==> config.mk <==
export PLATFORM = sky130hd
export DESIGN_NAME = alu_exec_stage
export DESIGN_NICKNAME = d
export VERILOG_FILES = /design/src/rtl/alu_pkg.sv /design/src/rtl/alu_core.sv /design/src/rtl/alu_exec_stage.sv
export SDC_FILE = /design/constraint.sdc
export NUM_CORES = 1
export LEC_CHECK = 0
export ABC_AREA = 1
export CAP_MARGIN = 20
export CORE_UTILIZATION = 25
export DETAILED_ROUTE_END_ITERATION = 7
export GPL_TIMING_DRIVEN = 0
export SYNTH_ARGS = -nofsm -noshare
export SYNTH_HDL_FRONTEND = slang
export SYNTH_HIERARCHICAL = 1
export SYNTH_SLANG_ARGS = --single-unit
==> constraint.sdc <==
create_clock -name clk -period 6.2 [get_ports clk]
set_input_delay 0.62 -clock clk [delete_from_list [all_inputs] [get_ports clk]]
set_output_delay 0.62 -clock clk [all_outputs]
set_load 0.02 [all_outputs]
==> src/rtl/alu_pkg.sv <==
// Shared ALU definitions: operation encoding and datapath width.
package alu_pkg;

    localparam int unsigned ALU_W = 32;

    typedef enum logic [2:0] {
        ALU_ADD = 3'b000,
        ALU_SUB = 3'b001,
        ALU_AND = 3'b010,
        ALU_OR  = 3'b011,
        ALU_SLT = 3'b101
    } alu_op_e;

endpackage

==> src/rtl/alu_core.sv <==
// Combinational ALU: decodes the operation code and flags unsupported codes.
module alu_core
    import alu_pkg::*;
#(
    parameter int unsigned WIDTH = ALU_W
) (
    input  logic [2:0]       alu_control,
    input  logic [WIDTH-1:0] src_a,
    input  logic [WIDTH-1:0] src_b,
    output logic [WIDTH-1:0] result_c,
    output logic             illegal_c
);

    logic slt_c;

    assign slt_c = ($signed(src_a) < $signed(src_b));

    // Operation select; unsupported codes produce a zero result and raise the flag.
    always_comb begin
        result_c  = '0;
        illegal_c = 1'b0;
        case (alu_control)
            ALU_ADD: result_c = src_a + src_b;
            ALU_SUB: result_c = src_a - src_b;
            ALU_AND: result_c = src_a & src_b;
            ALU_OR:  result_c = src_a | src_b;
            ALU_SLT: result_c = {{(WIDTH-1){1'b0}}, slt_c};
            default: illegal_c = 1'b1;
        endcase
    end

endmodule

==> src/rtl/alu_exec_stage.sv <==
// Registered ALU execute stage with a 2-entry in-order result buffer.
module alu_exec_stage
    import alu_pkg::*;
#(
    parameter int unsigned WIDTH = ALU_W
) (
    input  logic             clk,
    input  logic             rst,
    input  logic             in_valid,
    output logic             in_ready,
    input  logic [2:0]       alu_control,
    input  logic [WIDTH-1:0] src_a,
    input  logic [WIDTH-1:0] src_b,
    output logic             out_valid,
    input  logic             out_ready,
    output logic [WIDTH-1:0] alu_result,
    output logic             zero,
    output logic             illegal_op
);

    localparam int unsigned DEPTH = 2;

    logic [WIDTH-1:0] core_result_c;
    logic             core_illegal_c;

    logic [WIDTH-1:0] res_q [DEPTH];
    logic             ill_q [DEPTH];
    logic             wr_ptr_q;
    logic             rd_ptr_q;
    logic [1:0]       count_q;
    logic [1:0]       count_d;
    logic             push_c;
    logic             pop_c;

    alu_core #(.WIDTH(WIDTH)) u_alu_core (
        .alu_control (alu_control),
        .src_a       (src_a),
        .src_b       (src_b),
        .result_c    (core_result_c),
        .illegal_c   (core_illegal_c)
    );

    // Handshake flags depend only on registered occupancy.
    assign in_ready  = (count_q < 2'(DEPTH));
    assign out_valid = (count_q != 2'd0);
    assign push_c    = in_valid && in_ready;
    assign pop_c     = out_valid && out_ready;

    // Head entry drives the outputs; zero is gated so an empty stage reports 0.
    assign alu_result = res_q[rd_ptr_q];
    assign illegal_op = ill_q[rd_ptr_q];
    assign zero       = out_valid && (res_q[rd_ptr_q] == '0);

    // Next occupancy from push/pop.
    always_comb begin
        count_d = count_q;
        case ({push_c, pop_c})
            2'b10:   count_d = count_q + 2'd1;
            2'b01:   count_d = count_q - 2'd1;
            default: count_d = count_q;
        endcase
    end

    // Buffer storage, pointers and occupancy; reset flushes everything.
    always_ff @(posedge clk) begin
        if (rst) begin
            for (int i = 0; i < int'(DEPTH); i++) begin
                res_q[i] <= '0;
                ill_q[i] <= 1'b0;
            end
            wr_ptr_q <= 1'b0;
            rd_ptr_q <= 1'b0;
            count_q  <= 2'd0;
        end else begin
            if (push_c) begin
                res_q[wr_ptr_q] <= core_result_c;
                ill_q[wr_ptr_q] <= core_illegal_c;
                wr_ptr_q        <= ~wr_ptr_q;
            end
            if (pop_c) begin
                rd_ptr_q <= ~rd_ptr_q;
            end
            count_q <= count_d;
        end
    end

endmodule

# [Yosys cells after proc, flatten, opt, wreduce, memory -nomap -nowiden]
# Memories as Yosys holds them, arrays and structs flattened. A register that Yosys moved wholly into a read port is not among the register bits.
# Index checks and enable logic that the tools add are counted.
# W data, S select, Z words.
[op_classes] n_addsub=4 multipliers=0 div=0 n_lt_le_gt_ge=2 n_eq_ne=6 shifts=0 mux=18 n_bitwise=4 n_reduce_logical=10
[op_table] cell="$pmux W32 S5" n=1
[op_table] cell="$add A32 B32 Y32" n=1
[op_table] cell="$and A32 B32 Y32" n=1
[op_table] cell="$logic_not A32 Y1" n=1
[op_table] cell="$lt A32 B32 Y1" n=1
[op_table] cell="$mux W32" n=1
[op_table] cell="$or A32 B32 Y32" n=1
[op_table] cell="$reduce_or A32 Y1" n=1
[op_table] cell="$sub A32 B32 Y32" n=1
[op_table] cell="$mux W1" n=15
[op_table] cell="$eq A3 B2 Y1 const B" n=2
[op_table] cell="$reduce_or A5 Y1" n=1
[op_table] cell="$pmux W2 S2" n=1
[op_table] cell="$reduce_bool A2 Y1" n=2
[op_table] cell="$eq A3 B1 Y1 const B" n=1
[op_table] cell="$eq A3 B3 Y1 const B" n=1
[op_table] cell="$logic_and A1 B1 Y1" n=3
[op_table] cell="$logic_not A3 Y1" n=1
[op_table] cell="$add A2 B1 Y2 const B" n=1
[op_table] cell="$eq A2 B1 Y1 const B" n=1
[op_table] cell="$eq A2 B2 Y1 const B" n=1
[op_table] cell="$lt A2 B2 Y1 const B" n=1
[op_table] cell="$not A1 Y1" n=2
[op_table] cell="$sub A2 B1 Y2 const B" n=1
[op_table] cell="$reduce_or A1 Y1" n=1
[totals] register_bits=4 latch_bits=0 ramBits=66 mem_bits_ro=0 inputBits=71 word_cells=49 n_memories=2
[mem_list] memory="res_q" depth=2 width=32 read_ports=1 rd_clocked_by_memory_dff=1 write_ports=2 line="alu_exec_stage.sv:26" text="logic [WIDTH-1:0] res_q [DEPTH];"
[mem_list] memory="ill_q" depth=2 width=1 read_ports=1 rd_clocked_by_memory_dff=1 write_ports=2 line="alu_exec_stage.sv:27" text="logic ill_q [DEPTH];"

# [Depth between registers and ports, before layout]
# Gate-level depths: netlist of run 1.
[depth] word_depth=7 depth_mapped=19 ltp_nobuf=18

# [Cells and area by module]
# Netlist of run 1, hierarchy kept.
[by_module_without_submodules] module="alu_core" n_inst=1 cells_per_inst=1286 area_each_um2=6396.1 seq_area_each_um2=0.0
[by_module_without_submodules] module="alu_exec_stage" n_inst=1 cells_per_inst=345 area_each_um2=3261.9 seq_area_each_um2=2082.0

# [Worst setup path before layout of run 1]
# Ideal clock, no wire load.
[synth_path] path_type="input -> register" start="input src_a[0]" end="memory res_q[1][0] (netlist bit), data pin" setup_time_ns=0.260 t_arrival_ns=2.121 setup_slack_ns=3.819 cell_stages=17 path_buffers=0 path_cell_list="inv_1 > ha_1 > fa_1 > inv_1 > nand2_1 > nand3_1 > nand2_1 > nand2_1 > nand2_1 > nand2_1 > nand2_1 > nand2_1 > nand2_1 > nand3_1 > nand2_1 > inv_1 > nor2_1"
[synth_rtl] element="start: declaration" line="alu_exec_stage.sv:12" text="input logic [WIDTH-1:0] src_a,"
[synth_rtl] element="end: declaration" line="alu_exec_stage.sv:26"

==> impl_metrics.env, run 1 <==
export IMPL_outcome="complete, no violations"
export IMPL_vias=10240
export IMPL_hold_path_depth=1
export IMPL_synth_top_family_by_area="simple AND/OR/NAND/NOR gates"
export IMPL_root_buffer="clkbuf_16"
export IMPL_synth_common_cells="nand2_1, inv_1, nor2_1, nand3_1, ha_1"
export IMPL_cts_buffers=9
export IMPL_gr_usage_met2_pct=27.34
export IMPL_globalRoute_totalOverflow=0
export IMPL_path_clk_slew_ns=0.05
export IMPL_path_common_cell="nand3_1"
export IMPL_critPathLaunch="src_b[0]"
export IMPL_synthMuxAreaShare_pct=0
export IMPL_p_leak_uw=0.006202
export IMPL_slew_viol_final=0
export IMPL_grt_max_degree=34
export IMPL_synth_main_ff_cell="edfxtp_1"
export IMPL_drtIter0Drc=868
export IMPL_worstMarginPinSlew_ns=0.9298
export IMPL_grtUsageTotal_pct=17.61
export IMPL_fill_cells=4299
export IMPL_yosys_warnings=6
export IMPL_cp_max_fo=4
export IMPL_rsz0062_at_grt="false"
export IMPL_pwr_share_clk_pct=21.4
export IMPL_core_area_um2=37840
export IMPL_rows=71
export IMPL_use_met3_pct=1.322
export IMPL_p_int_uw=1309
export IMPL_fin_crit_ns=3.361
export IMPL_dieArea_um2=39420
export IMPL_ir_worst_vdd_uv=116.7
export IMPL_num_io_pins=107
export IMPL_synth_edf_count=66
export IMPL_hp_class="flip-flop to flip-flop"
export IMPL_skew_ns=0.004422
export IMPL_synth_cell_types=39
export IMPL_dieHeight_um=198.6
export IMPL_combPwrFrac_pct=51.7
export IMPL_die_w_um=198.6
export IMPL_postRouteAntennaNets=0
export IMPL_holdPathEnd="rd_ptr_q"
export IMPL_cts_path_max_buffers=2
export IMPL_place_hpwl_um=28900
export IMPL_synth_most_common_cell="nand2_1"
export IMPL_crit_family="simple AND/OR/NAND/NOR gates"
export IMPL_setup_viol=0
export IMPL_post_route_util_pct=30.77
export IMPL_power_frac_seq_pct=26.9
export IMPL_viasPerCell=4.523
export IMPL_synth_area_leaders="edfxtp_1, nand2_1, inv_1"
export IMPL_drt_total_wl_um=34550
export IMPL_place_ws_ns=2.604
export IMPL_rr_startpoint="count_q[1]"
export IMPL_crit_path_end_kind="flip-flop"
export IMPL_async_reset_ff_share_pct=0
export IMPL_ff2ff_setup_slack_ns=3.96
export IMPL_crit_path_start_kind="input port"
export IMPL_fin_crit_sh_pct=54.22
export IMPL_required_ns=6.26
export IMPL_synthAdderAreaFrac_pct=14.41
export IMPL_critical_path_arrival_ns=3.43
export IMPL_ys_seq_area_share_pct=21.56
export IMPL_synth_nets=1812
export IMPL_grt_pass1_vias=9324
export IMPL_drt_pass1_iterations=5
export IMPL_grt_pass1_wl_um=52490
export IMPL_synth_compound_area_share_pct=8.511
export IMPL_cts_setup_buffers=0
export IMPL_holdBufCountCts=0
export IMPL_areaGrowthSynthToFinish_pct=20.57
export IMPL_r2r_cells=4
export IMPL_gp_congestion=0.9139
export IMPL_hold_start="rd_ptr_q"
export IMPL_holdWs_ns=0.4654
export IMPL_initial_utilization_pct=25.52
export IMPL_crit_chain="clkdlybuf4s50_1, ha_1, inv_1, fa_1, inv_1, nand3_1, nand3_1, nand2_1, nand2_1, nand3_1, nand2_1, a21oi_1, o21ai_0, nand3_1, inv_1, nor2_1"
export IMPL_cts_sinks=71
export IMPL_crit_path_top_delay_cell="clkdlybuf4s50_1"
export IMPL_cts_tree="done"
export IMPL_synth_top_cell_area_share_pct=20.52
export IMPL_grt_busiest_layer="met2"
export IMPL_cp_num_buf_inv=4
export IMPL_syn_instance_count=1631
export IMPL_yosysTopAreaCell="edfxtp_1"
export IMPL_swShare_pct=42.06
export IMPL_r2r_end="res_q[1][30]"
export IMPL_p_sw_uw=950.2
export IMPL_cts_resized=0
export IMPL_drv_cap=0
export IMPL_syn_area_per_cell_um2=5.922
export IMPL_finalHoldViolCount=0
export IMPL_layout_drive_gt1_share_pct=4.507
export IMPL_synth_area_um2=9658
export IMPL_clk_latency_ns=0.33
export IMPL_fin_tns_setup_ns=0
export IMPL_drc_errors=0
export IMPL_crit_type="input port to flip-flop"
export IMPL_synth_seq_cells=71
export IMPL_slew_headroom_pct=38.01
export IMPL_cp_slowest_stage_delay_ns=0.58
export IMPL_grt_use_met1_pct=25.83
export IMPL_fmaxAchievable_mhz=297.5
export IMPL_wire_per_inst_um=15.26
export IMPL_h_tree_depth=3
export IMPL_antenna_cells=0
export IMPL_p_per_area_nw_per_um2=194.0
export IMPL_timing_final_ws_setup_ns=2.839
export IMPL_yosys_area_share_xor_xnor_pct=0.1814
export IMPL_antenna_found_initial=0
export IMPL_yosys_area_share_simple_pct=37.44
export IMPL_nets=1929
export IMPL_port_buffers=106
==> flip-flops by register name, summed over array words and instances (netlist names), named ones only <==
register / flops
wr_ptr_q: 1
res_q: 64
ill_q: 2
count_q: 2
rd_ptr_q: 1
==> power by group through the flow <==
stage                     Sequential (uW)  Clock (uW)  Combinational (uW)
after floorplan                       614           0                 715
after global placement                617           0                1150
after detailed placement              619           0                1160
after CTS                             609         488                1170
after global routing                  615         504                1290
final                                 609         483                1170
==> metal layers <==
layer  wire length, um  vias to the layer above  share of wire [%]
met1             16750                     4657                 48
met3              2086                       42                6.0
met5                 0                        -                  0
met4               828                        0                2.4
met2             14890                      325                 43
li1                  -                     5215                  -
==> through the flow <==
stage                     cells  cell area [um^2]  total power, uW
final                      2264             11640             2259
after global routing       2264             11640             2410
after CTS                  2264             11640             2265
after detailed placement   2248             11360             1782
after global placement     2248             11360             1772
after floorplan            1631              9658             1329
==> how the worst max path moves through the flow <==
stage                         to  slack, ns  cells after the start
detailed placement  res_q[1][16]       2.60                     16
CTS                 res_q[1][16]       2.94                     16
floorplan            res_q[1][0]       3.82                     17
finish              res_q[1][16]       2.84                     16
global placement     res_q[1][5]       2.54                      5
global route         res_q[1][8]       2.67                     14
==> cells by family after synthesis <==
group,after synthesis
flip-flops,71
adder cells (fa/ha/maj),110
XOR/XNOR,2
AO/OA/AOI/OAI,148
buffers and inverters,421
AND/OR/NAND/NOR,879
==> layout by cell type, fill, tap and decap left out, types with 2 or more instances in the layout <==
master,instances
dfxtp_1,5
clkdlybuf4s50_1,106
edfxtp_1,66
fa_1,2
a21oi_1,59
nand3b_1,7
o22ai_1,23
clkbuf_8,3
nor2_2,7
nand4_1,15
nor2_1,181
o2111ai_1,7
inv_1,369
nand3_2,2
clkbuf_2,4
a31oi_1,4
o21bai_1,6
buf_2,12
clkbuf_16,9
buf_4,7
nand2_2,20
xor2_1,2
nand3_1,109
buf_6,11
nand2_1,514
nor4_1,5
o21ai_0,46
ha_1,108
and2_1,2
clkinv_1,3
clkbuf_1,14
nor3_1,15
==> layout make-up <==
| type | instances | area [um^2] | share of cell area [%] |
|---|---|---|---|
| Tap cell | 511 | 639.4 | 5.490 |
| Timing Repair Buffer | 106 | 1061 | 9.111 |
| Clock buffer | 16 | 281.5 | 2.418 |
| Sequential cell | 71 | 2082 | 17.88 |
| Inverter | 374 | 1409 | 12.10 |
| Multi-Input combinational cell | 1139 | 5852 | 50.25 |
| Buffer | 47 | 320.3 | 2.751 |
No activity file was read; power rests on OpenSTA's default activity.
==> run 2, diff against run 1 <==
Clock period 6.2 ns to 2.82 ns, I/O delays scaled along.
==> impl_metrics.env, run 2 (synthesized netlist as in run 1, its figures left out) <==
export IMPL_multi_input_area_um2=5993
export IMPL_layout_commonest_cell="nand2_1"
export IMPL_h_tree_depth=3
export IMPL_port_buffers=106
export IMPL_gp_congestion=0.9139
export IMPL_drc_errors=0
export IMPL_grt_max_degree=34
export IMPL_dieArea_um2=39420
export IMPL_fill_cells=4292
export IMPL_fmaxAchievable_mhz=367.1
export IMPL_cts_path_max_buffers=2
export IMPL_cts_setup_buffers=0
export IMPL_grtUsageTotal_pct=17.62
export IMPL_die_w_um=198.6
export IMPL_antenna_found_initial=0
export IMPL_drt_pass1_iterations=5
export IMPL_slew_viol_final=0
export IMPL_crit_path_end_kind="flip-flop"
export IMPL_cts_buffers=9
export IMPL_regMostFlops="res_q"
export IMPL_layout_drive_gt1_share_pct=6.959
export IMPL_fin_crit_sh_pct=96.60
export IMPL_finalPower_uw=4988
export IMPL_num_io_pins=107
export IMPL_critical_path_arrival_ns=2.79
export IMPL_nets=1929
export IMPL_cts_sinks=71
export IMPL_clk_latency_ns=0.33
export IMPL_skew_ns=0.004804
export IMPL_slew_headroom_pct=37.40
export IMPL_final_cell_mix="nand2_1, inv_1, nor2_1"
export IMPL_fin_crit_ns=2.724
export IMPL_crit_path_start_kind="input port"
export IMPL_drv_cap=0
export IMPL_drt_total_wl_um=34600
export IMPL_cp_max_fo=8
export IMPL_outcome="complete, no violations"
export IMPL_fin_tns_setup_ns=0
export IMPL_hp_class="flip-flop to flip-flop"
export IMPL_vias=10210
export IMPL_ir_worst_vdd_uv=253.9
export IMPL_place_hpwl_um=28900
export IMPL_regArea_um2=2082
export IMPL_grt_pass1_wl_um=52540
export IMPL_areaGrowthSynthToFinish_pct=22.26
export IMPL_rsz0062_at_grt="true"
export IMPL_required_ns=2.89
export IMPL_crit_type="input port to flip-flop"
export IMPL_largest_register_ffs=64
export IMPL_viasPerCell=4.509
export IMPL_dieHeight_um=198.6
export IMPL_setup_viol=0
export IMPL_reg_top3="res_q x64, count_q x2, ill_q x2"
export IMPL_root_buffer="clkbuf_16"
export IMPL_cts_tree="done"
export IMPL_core_area_um2=37840
export IMPL_globalRoute_totalOverflow=0
export IMPL_wire_per_inst_um=15.28
export IMPL_postRouteAntennaNets=0
export IMPL_path_clk_slew_ns=0.05
export IMPL_rows=71
export IMPL_worstMarginPinSlew_ns=0.9390
export IMPL_initial_utilization_pct=25.52
export IMPL_finalHoldViolCount=0
export IMPL_drtIter0Drc=912
export IMPL_p_leak_uw=0.006277
export IMPL_antenna_cells=0
export IMPL_p_per_area_nw_per_um2=422.4
export IMPL_grt_pass1_vias=9338
run 2: cell count changes in the layout (fill, tap and decap cells not counted), moves of 3 or more:
cell | previous run | this run
nand2_1 | 514 | 503
clkdlybuf4s50_1 | 106 | 101
dlymetal6s2s_1 | 0 | 5
nand2_2 | 20 | 31
nand3_2 | 2 | 8
nor2_1 | 181 | 166
nand3_1 | 109 | 103
nor2_2 | 7 | 22
ha_1 | 108 | 105
run 2: stage by stage:
step / hold slack (ns) / instances / setup WS, ns / area, um^2 / util, %
finish: 0.4640 / 2264 / 0.09589 / 11810 / 31.20
global route: 0.4830 / 2264 / -0.02797 / 11810 / 31.20
CTS: 0.4647 / 2264 / 0.003655 / 11660 / 30.81
detailed placement: 0.4551 / 2248 / -0.4378 / 11360 / 30.03
global placement: 0.4364 / 2248 / -0.5066 / 11360 / 30.01
floorplan: 0.3544 / 1631 / 0.6793 / 9658 / -
run 2: final timing paths:
path	cells after the start	startpoint	to	slack, ns
max	17	src_a[5]	res_q[1][23]	0.1
min	1	rd_ptr_q	rd_ptr_q	0.46
max reg2reg	4	count_q[1]	res_q[1][30]	0.57
min reg2reg	1	rd_ptr_q	rd_ptr_q	0.46
run 2: layer usage:
layer  wire [um]  vias up  GRT usage [%]
li1            -     5212              -
met1       16210     4601          25.84
met2       15010      357          27.37
met3        2586       39          1.322
met4         790        0          5.100
met5           0        -              0
run 2: critical path: stages:
cell	delay, ns
clkdlybuf4s50_1	0.54
inv_1	0.06
ha_1	0.28
clkbuf_2	0.19
nand2_2	0.13
nor2_1	0.12
nand3_1	0.11
nand2_2	0.15
nand2_1	0.12
nand2_2	0.14
nand2_1	0.10
nand2_1	0.07
nand2_1	0.04
nand3_1	0.07
nand3_1	0.18
inv_1	0.14
nor2_1	0.05
run 2: where the power goes:
| part | total (uW) | switching (uW) | internal, uW |
|---|---|---|---|
| clock | 1050 | 386 | 668 |
| combinational | 2590 | 1670 | 927 |
| sequential | 1340 | 43.1 | 1300 |
run 2: area by class of cell:
type / count / share of cell area [%]
Timing Repair Buffer: 106 / 9.092
Inverter: 374 / 11.96
Tap cell: 511 / 5.415
Multi-Input combinational cell: 1139 / 50.76
Sequential cell: 71 / 17.63
Clock buffer: 16 / 2.384
Buffer: 47 / 2.755
run 2: repair_timing:
| item | in CTS | in global routing |
|---|---|---|
| resized for setup | 5 | 47 |
| pin swaps | 0 | 1 |
| hold buffers | 0 | 0 |
| endpoints found under the setup margin | 15 | 43 |
==> run 3, diff against run 2 <==
Settings changed: CORE_ASPECT_RATIO set to 1.1.
==> impl_metrics.env, run 3 (synthesized netlist as in run 1, its figures left out) <==
export IMPL_hp_class="flip-flop to flip-flop"
export IMPL_num_io_pins=107
export IMPL_skew_ns=0.005746
export IMPL_place_hpwl_um=28640
export IMPL_crit_path_start_kind="input port"
export IMPL_areaGrowthSynthToFinish_pct=22.30
export IMPL_place_ws_ns=-0.4197
export IMPL_p_int_uw=2995
export IMPL_drc_errors=0
export IMPL_cts_tree="done"
export IMPL_post_route_util_pct=31.00
export IMPL_ir_worst_vdd_uv=370.8
export IMPL_vias=10070
export IMPL_final_area_um2=11810
export IMPL_setup_viol=0
export IMPL_critical_path_arrival_ns=2.79
export IMPL_hold_path_depth=1
export IMPL_cts_sinks=71
export IMPL_regMostFlops="res_q"
export IMPL_h_tree_depth=3
export IMPL_finalPower_uw=5068
export IMPL_drtIter0Drc=654
export IMPL_drv_cap=0
export IMPL_core_area_um2=38100
export IMPL_slew_viol_final=0
export IMPL_largest_register_ffs=64
export IMPL_timing_final_ws_setup_ns=0.08808
export IMPL_path_clk_slew_ns=0.06
export IMPL_clk_latency_ns=0.33
export IMPL_cts_path_max_buffers=2
export IMPL_fin_crit_sh_pct=96.88
export IMPL_final_cell_mix="nand2_1, inv_1, nor2_1"
export IMPL_cts_setup_buffers=0
export IMPL_grt_pass1_vias=9457
export IMPL_p_leak_uw=0.006298
export IMPL_pwr_share_clk_pct=22.8
export IMPL_drt_pass1_iterations=5
export IMPL_finalHoldViolCount=0
export IMPL_drt_total_wl_um=34050
export IMPL_cp_max_fo=9
export IMPL_wire_per_inst_um=15.11
export IMPL_dieArea_um2=39420
export IMPL_initial_utilization_pct=25.35
export IMPL_p_per_area_nw_per_um2=429.1
export IMPL_grt_pass1_wl_um=51860
export IMPL_antenna_found_initial=0
export IMPL_combPwrFrac_pct=50.8
export IMPL_holdWs_ns=0.4589
export IMPL_p_sw_uw=2072
export IMPL_dieHeight_um=208.1
export IMPL_rows=75
export IMPL_rsz0062_at_grt="true"
export IMPL_grt_max_degree=34
export IMPL_outcome="complete, no violations"
export IMPL_fmaxAchievable_mhz=366.0
export IMPL_die_w_um=189.4
export IMPL_postRouteAntennaNets=0
export IMPL_r2r_cells=4
export IMPL_layout_commonest_cell="nand2_1"
export IMPL_crit_type="input port to flip-flop"
export IMPL_holdBufCountCts=0
export IMPL_dpl_instance_area_um2=11350
export IMPL_power_frac_seq_pct=26.4
export IMPL_reg_top3="res_q x64, count_q x2, ill_q x2"
export IMPL_worstMarginPinSlew_ns=0.9355
export IMPL_slew_headroom_pct=37.64
export IMPL_nets=1929
export IMPL_gp_congestion=0.9259
export IMPL_fill_cells=4337
export IMPL_swShare_pct=40.89
export IMPL_crit_path_end_kind="flip-flop"
export IMPL_fin_crit_ns=2.732
export IMPL_grtUsageTotal_pct=17.11
export IMPL_layout_drive_gt1_share_pct=6.617
export IMPL_root_buffer="clkbuf_16"
export IMPL_viasPerCell=4.468
export IMPL_antenna_cells=0
export IMPL_required_ns=2.88
export IMPL_globalRoute_totalOverflow=0
export IMPL_cts_buffers=9
export IMPL_port_buffers=106
run 3: cell count changes in the layout (fill, tap and decap cells not counted), moves of 2 or more:
cell	change
clkbuf_8	-3
clkinv_2	+2
nor2_1	+5
clkbuf_4	+3
clkbuf_2	-2
nor2_2	-6
bufinv_16	+2
run 3: area by class of cell:
type	instances	area, um^2	share of cell area (%)
Tap cell	500	625.6	5.297
Clock buffer	12	236.5	2.002
Buffer	47	332.8	2.818
Sequential cell	71	2082	17.63
Clock inverter	4	70.07	0.5932
Multi-Input combinational cell	1139	5979	50.63
Inverter	374	1409	11.93
Timing Repair Buffer	106	1076	9.110
run 3: power by group through the flow:
stage	registers [uW]	logic, uW	clock network [uW]
6_report	1340	2570	1160
4_1_cts	1340	2550	1170
2_1_floorplan	1350	1570	0
5_1_grt	1350	2840	1210
3_3_place_gp	1360	2520	0
3_5_place_dp	1360	2540	0
run 3: critical path, cell delays in order:
cell             delay (ns)
clkdlybuf4s50_1        0.55
inv_1                  0.07
ha_1                   0.30
buf_6                  0.14
nand2_1                0.15
nor2_2                 0.24
nand2_1                0.11
nor4_1                 0.20
nand2_1                0.17
nand2_1                0.09
nand2_1                0.05
nand3_1                0.07
nand3_1                0.19
inv_1                  0.12
nor2_1                 0.05
run 3: what timing repair did:
item / CTS / global route
endpoints found under the setup margin: 6 / 39
pin swaps: 0 / 2
gates resized for setup: 4 / 48
run 3: final timing paths:
check              from      endpoint  slack (ns)
max           src_a[14]  res_q[1][27]        0.09
min            rd_ptr_q      rd_ptr_q        0.46
max reg2reg  count_q[1]  res_q[1][16]        0.53
min reg2reg    rd_ptr_q      rd_ptr_q        0.46
run 3: per-stage QoR:
stage / instances / TNS (ns)
floorplan: 1631 / 0
global placement: 2237 / -34.41
detailed placement: 2237 / -13.22
CTS: 2253 / 0
global route: 2253 / -0.05295
finish: 2253 / 0
run 3: metal layers:
| layer | share of wire [%] | GRT usage, % | vias up | wire (um) |
|---|---|---|---|---|
| met3 | 5.4 | 1.788 | 21 | 1824 |
| met5 | 0 | 0 | - | 0 |
| li1 | - | - | 5213 | - |
| met4 | 1.6 | 3.893 | 0 | 543 |
| met1 | 46 | 22.78 | 4553 | 15710 |
| met2 | 47 | 29.46 | 280 | 15980 |
